$ cat config.mk
export PLATFORM = sky130hd
export DESIGN_NAME = regfile_1wnr
export DESIGN_NICKNAME = d
export VERILOG_FILES = /design/src/rtl/regfile_pkg.sv /design/src/rtl/regfile_rdport.sv /design/src/rtl/regfile_1wnr.sv
export SDC_FILE = /design/constraint.sdc
export NUM_CORES = 1
export LEC_CHECK = 0
export ABC_AREA = 1
export CORE_MARGIN = 1
export CORE_UTILIZATION = 42
export CTS_CLUSTER_SIZE = 8
export DETAILED_ROUTE_END_ITERATION = 10
export GPL_ROUTABILITY_DRIVEN = 0
export HOLD_SLACK_MARGIN = 0.02
export SYNTH_ARGS = -nofsm -noshare
export SYNTH_HDL_FRONTEND = slang
export SYNTH_SLANG_ARGS = --single-unit
$ cat constraint.sdc
create_clock -name clk -period 3.7 [get_ports clk]
set_clock_uncertainty 0.05 [all_clocks]
set_input_delay 0.925 -clock clk [delete_from_list [all_inputs] [get_ports clk]]
set_output_delay 0.925 -clock clk [all_outputs]
set_load 0.01 [all_outputs]
$ cat src/rtl/regfile_pkg.sv
// Shared definitions for the 1-write / N-read register file.
package regfile_pkg;

    // Clear-engine state encoding.
    typedef enum logic {
        ST_IDLE  = 1'b0,
        ST_CLEAR = 1'b1
    } state_t;

    // Read/write collision modes.
    localparam int FWD_OLD = 0;  // colliding read returns the pre-write word
    localparam int FWD_NEW = 1;  // colliding read returns the merged post-write word

    // Ceiling log2, used to size address fields at elaboration time.
    function automatic int clog2(input int value);
        int r;
        r = 0;
        while ((1 << r) < value) begin
            r++;
        end
        return r;
    endfunction

endpackage

$ cat src/rtl/regfile_rdport.sv
// One registered read port: range check, optional write-forwarding,
// zero-load while the array is being cleared, and hold when not enabled.
module regfile_rdport
    import regfile_pkg::*;
#(
    parameter int WIDTH = 17,
    parameter int DEPTH = 4,
    parameter int AW    = 2,
    parameter int FWD   = FWD_OLD
) (
    input  logic             clk,
    input  logic             reset,
    input  logic             clear,
    input  logic             re,
    input  logic [AW-1:0]    raddr,
    input  logic [WIDTH-1:0] rf [DEPTH],
    input  logic             we_ok,
    input  logic [AW-1:0]    waddr,
    input  logic [WIDTH-1:0] wmask,
    input  logic [WIDTH-1:0] din,
    output logic [WIDTH-1:0] q
);

    localparam logic [AW:0] DEPTH_W = (AW+1)'(DEPTH);

    logic             in_range;
    logic             collide;
    logic [WIDTH-1:0] word;
    logic [WIDTH-1:0] rd_word;

    assign in_range = ({1'b0, raddr} < DEPTH_W);
    assign word     = rf[raddr];
    assign collide  = we_ok && (raddr == waddr);

    // Select the stored word, or the merged write result when forwarding a collision.
    always_comb begin
        // NOTE: every combinational output gets a default first so no path can infer a latch.
        rd_word = word;
        if ((FWD == FWD_NEW) && collide) begin
            rd_word = (word & ~wmask) | (din & wmask);
        end
    end

    // Output register: cleared on reset, loads on re, holds otherwise.
    always_ff @(posedge clk) begin
        // NOTE: state registers use non-blocking assignments so every flop samples pre-edge values.
        if (reset) begin
            q <= '0;
        end else if (re) begin
            if (clear || !in_range) begin
                q <= '0;
            end else begin
                q <= rd_word;
            end
        end
    end

endmodule

$ cat src/rtl/regfile_1wnr.sv
// Flop-based register file with one masked write port, NRD registered read
// ports and a post-reset clear engine that zeroes the array one entry per cycle.
module regfile_1wnr
    import regfile_pkg::*;
#(
    parameter int   WIDTH = 17,
    parameter int   DEPTH = 4,
    parameter int   NRD   = 2,
    parameter int   FWD   = FWD_OLD,
    parameter int   CLR   = 1,
    localparam int  AW    = (clog2(DEPTH) < 1) ? 1 : clog2(DEPTH)
) (
    input  logic                 clk,
    input  logic                 reset,
    input  logic                 we,
    input  logic [AW-1:0]        waddr,
    input  logic [WIDTH-1:0]     wmask,
    input  logic [WIDTH-1:0]     din,
    input  logic [NRD-1:0]       re,
    input  logic [NRD*AW-1:0]    raddr,
    output logic [NRD*WIDTH-1:0] q,
    output logic                 busy
);

    localparam logic [AW:0]   DEPTH_W   = (AW+1)'(DEPTH);
    localparam logic [AW-1:0] CPTR_LAST = AW'(DEPTH - 1);

    logic [WIDTH-1:0] rf [DEPTH];

    state_t           state_q;
    state_t           state_d;
    logic [AW-1:0]    cptr_q;
    logic [AW-1:0]    cptr_d;
    logic             clearing;
    logic             we_ok;
    logic [WIDTH-1:0] wr_word;

    // busy comes straight from the state flop, so it has no input-to-output path.
    assign clearing = (state_q == ST_CLEAR);
    assign busy     = clearing;
    assign we_ok    = we && !clearing && !reset && ({1'b0, waddr} < DEPTH_W);
    assign wr_word  = (rf[waddr] & ~wmask) | (din & wmask);

    // Clear-engine state and pointer registers; reset restarts the sweep from entry 0.
    always_ff @(posedge clk) begin
        if (reset) begin
            state_q <= (CLR != 0) ? ST_CLEAR : ST_IDLE;
            cptr_q  <= '0;
        end else begin
            state_q <= state_d;
            cptr_q  <= cptr_d;
        end
    end

    // Next-state: walk cptr through every entry, then return to normal operation.
    always_comb begin
        state_d = state_q;
        cptr_d  = cptr_q;
        case (state_q)
            ST_CLEAR: begin
                if (cptr_q == CPTR_LAST) begin
                    state_d = ST_IDLE;
                end else begin
                    cptr_d = cptr_q + AW'(1);
                end
            end
            default: ;
        endcase
    end

    // Array update: the clear sweep has priority, user writes only when accepted.
    always_ff @(posedge clk) begin
        // NOTE: the array itself has no reset; the clear engine zeroes it so entries stay plain flops.
        if (!reset && clearing) begin
            rf[cptr_q] <= '0;
        end else if (we_ok) begin
            rf[waddr] <= wr_word;
        end
    end

    for (genvar i = 0; i < NRD; i++) begin : g_rd
        regfile_rdport #(
            .WIDTH (WIDTH),
            .DEPTH (DEPTH),
            .AW    (AW),
            .FWD   (FWD)
        ) u_rdport (
            .clk   (clk),
            .reset (reset),
            .clear (clearing),
            .re    (re[i]),
            .raddr (raddr[i*AW +: AW]),
            .rf    (rf),
            .we_ok (we_ok),
            .waddr (waddr),
            .wmask (wmask),
            .din   (din),
            .q     (q[i*WIDTH +: WIDTH])
        );
    end

endmodule

Word level (Yosys, flattened, before mapping). Cells that the tools add are included. Widths: inputs -> output; s select.

$add $sub $neg: 1. Magnitude comparators: 6. Equal/unequal tests: 1. Mux-type cells: 20. Bitwise gates (word level): 11. Reductions and logical operators: 9.

Operators by type and width (count): $mux 17 (10); $mux 68 (2); $bmux 17 s2 (3); $and 68x68->68 (1); $bwmux 68 (1); $demux 17 s2 (2); $not 68->68 (1); $and 17x17->17 (2); $not 17->17 (1); $or 17x17->17 (1); $ge 3x3->1 const B (4); $not 2->3 (4); $lt 3x1->1 const B (2); $logic_and 1x1->1 (5); $add 2x1->2 const B (1); $eq 2x2->1 const B (1); $logic_not 1->1 (2); $mux 1 (2); $reduce_and 2->1 (1); $reduce_bool 2->1 (1); $not 1->1 (1).

Flip-flop bits (word level): 105. Input port bits: 45. Logic and storage cells: 56.

Depth between registers and ports, before layout.
Depth in word-level cells: 9. Depth in mapped cells: 9. Gate-level depth less buffers: 7.

Modules after synthesis. A second synthesis with hierarchy kept.

Cell total of the unflattened synthesis: 1063. Area, all modules: 7138.1 um^2.

By module, submodules not included: regfile_1wnr (instances 1, cells an instance 517, area each 4182.8 um^2); regfile_rdport (instances 2, cells an instance 273, area each 1477.7 um^2).

Worst setup path after synthesis. No wires, ideal clock.

Path kind: input-to-reg. Start: in reset. End: reg rf[51] in the netlist's numbering (enable). Setup time: 0.415 ns. Arrival: 2.507 ns. Slack: 0.729 ns. Cell stages on the path: 4. Buffers on the path: 1. Cells stage by stage: buf_4 > inv_1 > nand2_1 > o21ai_0.

Longest elaborated chain between the ends: 3. Elaborated cells on any way between the ends: 4.

Ends and longest elaborated chain: start: declaration (line regfile_1wnr.sv:14) `input logic reset,`; $logic_not 1->1 * (line regfile_1wnr.sv:41, regfile_1wnr.sv:74); $logic_and 1x1->1 (on tied branches) (line regfile_1wnr.sv:74, regfile_1wnr.sv:41); $reduce_bool 2->1 (no line) *; end signal: indexed assignment (line regfile_1wnr.sv:77) `rf[waddr] <= wr_word;`; end: declaration (line regfile_1wnr.sv:28) `logic [WIDTH-1:0] rf [DEPTH];`.

Every way passes the cells marked *; elsewhere a longest branch is shown, timed or not. A chain may end at the register's enable or synchronous reset.

Worst setup path in the final report.
Start: in waddr[0]. End: reg rf[29] in the netlist's numbering (data pin).

Longest elaborated chain between the ends: 9. Elaborated cells on any way between the ends: 14.

Ends and longest elaborated chain: start: declaration (line regfile_1wnr.sv:16) `input logic [AW-1:0] waddr,`; $not 2->3 (not written as such) * (line regfile_1wnr.sv:42, regfile_1wnr.sv:77); $bmux 17 s2 (line regfile_1wnr.sv:42) `assign wr_word = (rf[waddr] & ~wmask) | (din & wmask);`; $mux 17 (not written as such) (2 in series) (line regfile_1wnr.sv:42); $and 17x17->17 (line regfile_1wnr.sv:42); $or 17x17->17 (line regfile_1wnr.sv:42); $bwmux 68 * (line regfile_1wnr.sv:77); $mux 68 * (line regfile_1wnr.sv:76) `end else if (we_ok) begin`; $mux 68 * (line regfile_1wnr.sv:74) `if (!reset && clearing) begin`.

Every way passes the cells marked *; elsewhere a longest branch is shown, timed or not. The select of a mux whose other input is x is not followed.

==> metrics <==
row cnt 45; mean post-synth cell area 6.67 um^2; synthesized area 6630 um^2; leakage power 3.78 nW; max-cap viol count 0; reg-to-reg endpoint rf[33]; CTS tree yes; Final HPWL DP 13,600 um; busiest grt layer met1; Buffers on Ports 79; DP Cell Count 1,257; worst-path fanout max 23; initial antenna violation count 0; grt met2 use 35.9%; largest net degree at the start of global routing 35; GR Util met3 2.38%; Worst Hold Path EP g_rd[1].u_rdport.q[5]; Starting DRT DRC Count 558; flops & latches, synth 105; clock buffer depth 2; # resized after CTS 0; Final ANT Viol Nets 0; Setup Fix Bufs, Post-CTS 0; Total GRT Usage 25.0%; upper clock frequency limit 390 MHz; hold path depth 2; Worst R2R Start busy; commonest non-fill, non-tap cell in the layout nand2_1; R2R depth 5; core area 15,300 um^2; Tcrit/Tclk final 69.3%; Clock H-tree levels 3; Worst Max-Slew Pin Slew 0.660 ns; CP Launch Type primary input; wire length per cell 15.3 um; die height 128 um; TritonRoute pass-1 iters 5; layout cell share with drive strength beyond 1 6.40%; P&R area growth vs syn 19.0%; RSZ-0062 raised after global routing no; number of global-route vias before repair 5,745; via count 6,362; yosys warns 0; setup TNS 0 ns; Final Non-Filler Cells 1,273; Worst Hold Margin 0.414 ns; post-synth net total 1,043; clk sink count 105; CTS Hold Bufs 0; Synth cell types 21; Mapped Cells 994; Die Footprint 16,300 um^2; hold path start g_rd[1].u_rdport.q[5]; total grt overflow 0; most frequent cells in the layout nand2_1, nand3_1, inv_1; VDD IR max 0.267 mV; DRC errors left 0; total CTS buffers 9; Clk Latency, worst-skew pair 0.36 ns; minimum clock period after layout 2.56 ns; IO Pins 80; Post-Route WL 19,400 um; crit path capture type register; CTS clk-pin slew, worst paths 0.07 ns; R2R setup slack 1.97 ns; worst setup path class primary input to register; Die W 128 um; final worst slack 1.14 ns; DP Worst Slack 0.775 ns; PwrDens 428 nW/um^2; Fin. Hold Viols 0; Req. time, crit path 3.77 ns; Worst Path Arrival 2.63 ns; Nets 1,106; Initial Util 43.3%; fin. max-slew vios 0; met1 GRT Util 38.9%; global-route wire length before repair 31,600 um; vias per inst 5.00; Seq/Total Area, Yosys 42.0%; root buf cell clkbuf_16; diode count 0; Core Util, Final 51.5%; max_slew headroom 56.0%; final setup vio count 0; Min-Delay Path Class register to register; status finished clean
cells by family after synthesis:
kind of cell,synth area share [%]
AO/OA/AOI/OAI,3.09
flip-flops,42.0
adder cells (fa/ha/maj),0.755
AND/OR/NAND/NOR,44.6
buffers and inverters,9.62
cells in the mapped netlist:
cell type  count  area, um^2
nand2_1      514        1930
nand3_1      155         776
inv_1         90         338
edfxtp_1      68        2040
dfxtp_1       37         741
a21oi_1       36         180
buf_2         21         105
or2_2         17         106
clkbuf_1      15        56.3
buf_4          6        45.0
clkinv_1       5        18.8
o21ai_0        5        25.0
buf_6          4        45.0
ha_1           4        50.1
inv_2          4        15.0
nor2_8         4        80.1
nor2_2         3        18.8
nor2_4         3        33.8
inv_4          1        6.26
inv_6          1        8.76
nand2_4        1        11.3
state kept, by name, indices dropped and copies added (netlist names):
name,cells
busy,1
cptr_q,2
g_rd.u_rdport.q,34
rf,68
worst max-delay path: stages:
cell             delay (ns)
clkdlybuf4s50_1        0.75
inv_4                  0.16
buf_4                  0.27
nand2_1                0.08
nand2_1                0.06
nand2_1                0.08
nand3_1                0.13
nand3_1                0.12
nand2_1                0.05
worst max-delay path by stage:
| stage | endpoint | cells past startpoint | slack [ns] | startpoint |
|---|---|---|---|---|
| after floorplan | rf[51] | 4 | 0.73 | reset |
| after global placement | rf[29] | 9 | 0.80 | waddr[0] |
| after detailed placement | rf[29] | 9 | 0.78 | waddr[0] |
| after CTS | rf[29] | 9 | 1.15 | waddr[0] |
| after global routing | rf[29] | 9 | 1.02 | waddr[0] |
| final | rf[29] | 9 | 1.14 | waddr[0] |
routing by layer:
metal / share of wire (%) / up-vias / routed length (um)
met5: 0 / - / 0
met4: 1.7 / 0 / 335
met3: 7.7 / 23 / 1510
met2: 42 / 273 / 8130
met1: 49 / 2819 / 9480
li1: - / 3247 / -
final cells by class:
type                            instances  area [um^2]
Tap cell                              211          264
Inverter                              101          387
Sequential cell                       105         2780
Multi-Input combinational cell        742         3210
Fill cell                            1586         7420
Clock inverter                          3         20.0
Timing Repair Buffer                   98          946
Clock buffer                           13          282
metrics by stage:
step / power, mW / cell area (um^2)
floorplan: 2.11 / 6630
global placement: 2.39 / 7590
detailed placement: 2.40 / 7590
CTS: 3.38 / 7890
global route: 3.56 / 7890
finish: 3.38 / 7890
report_power, final:
group          internal (mW)  switching [mW]  total, mW
Combinational          0.304           0.548      0.852
Sequential              1.42           0.117       1.53
Clock                  0.537           0.456      0.992
Power figures use the tool's default switching activity.
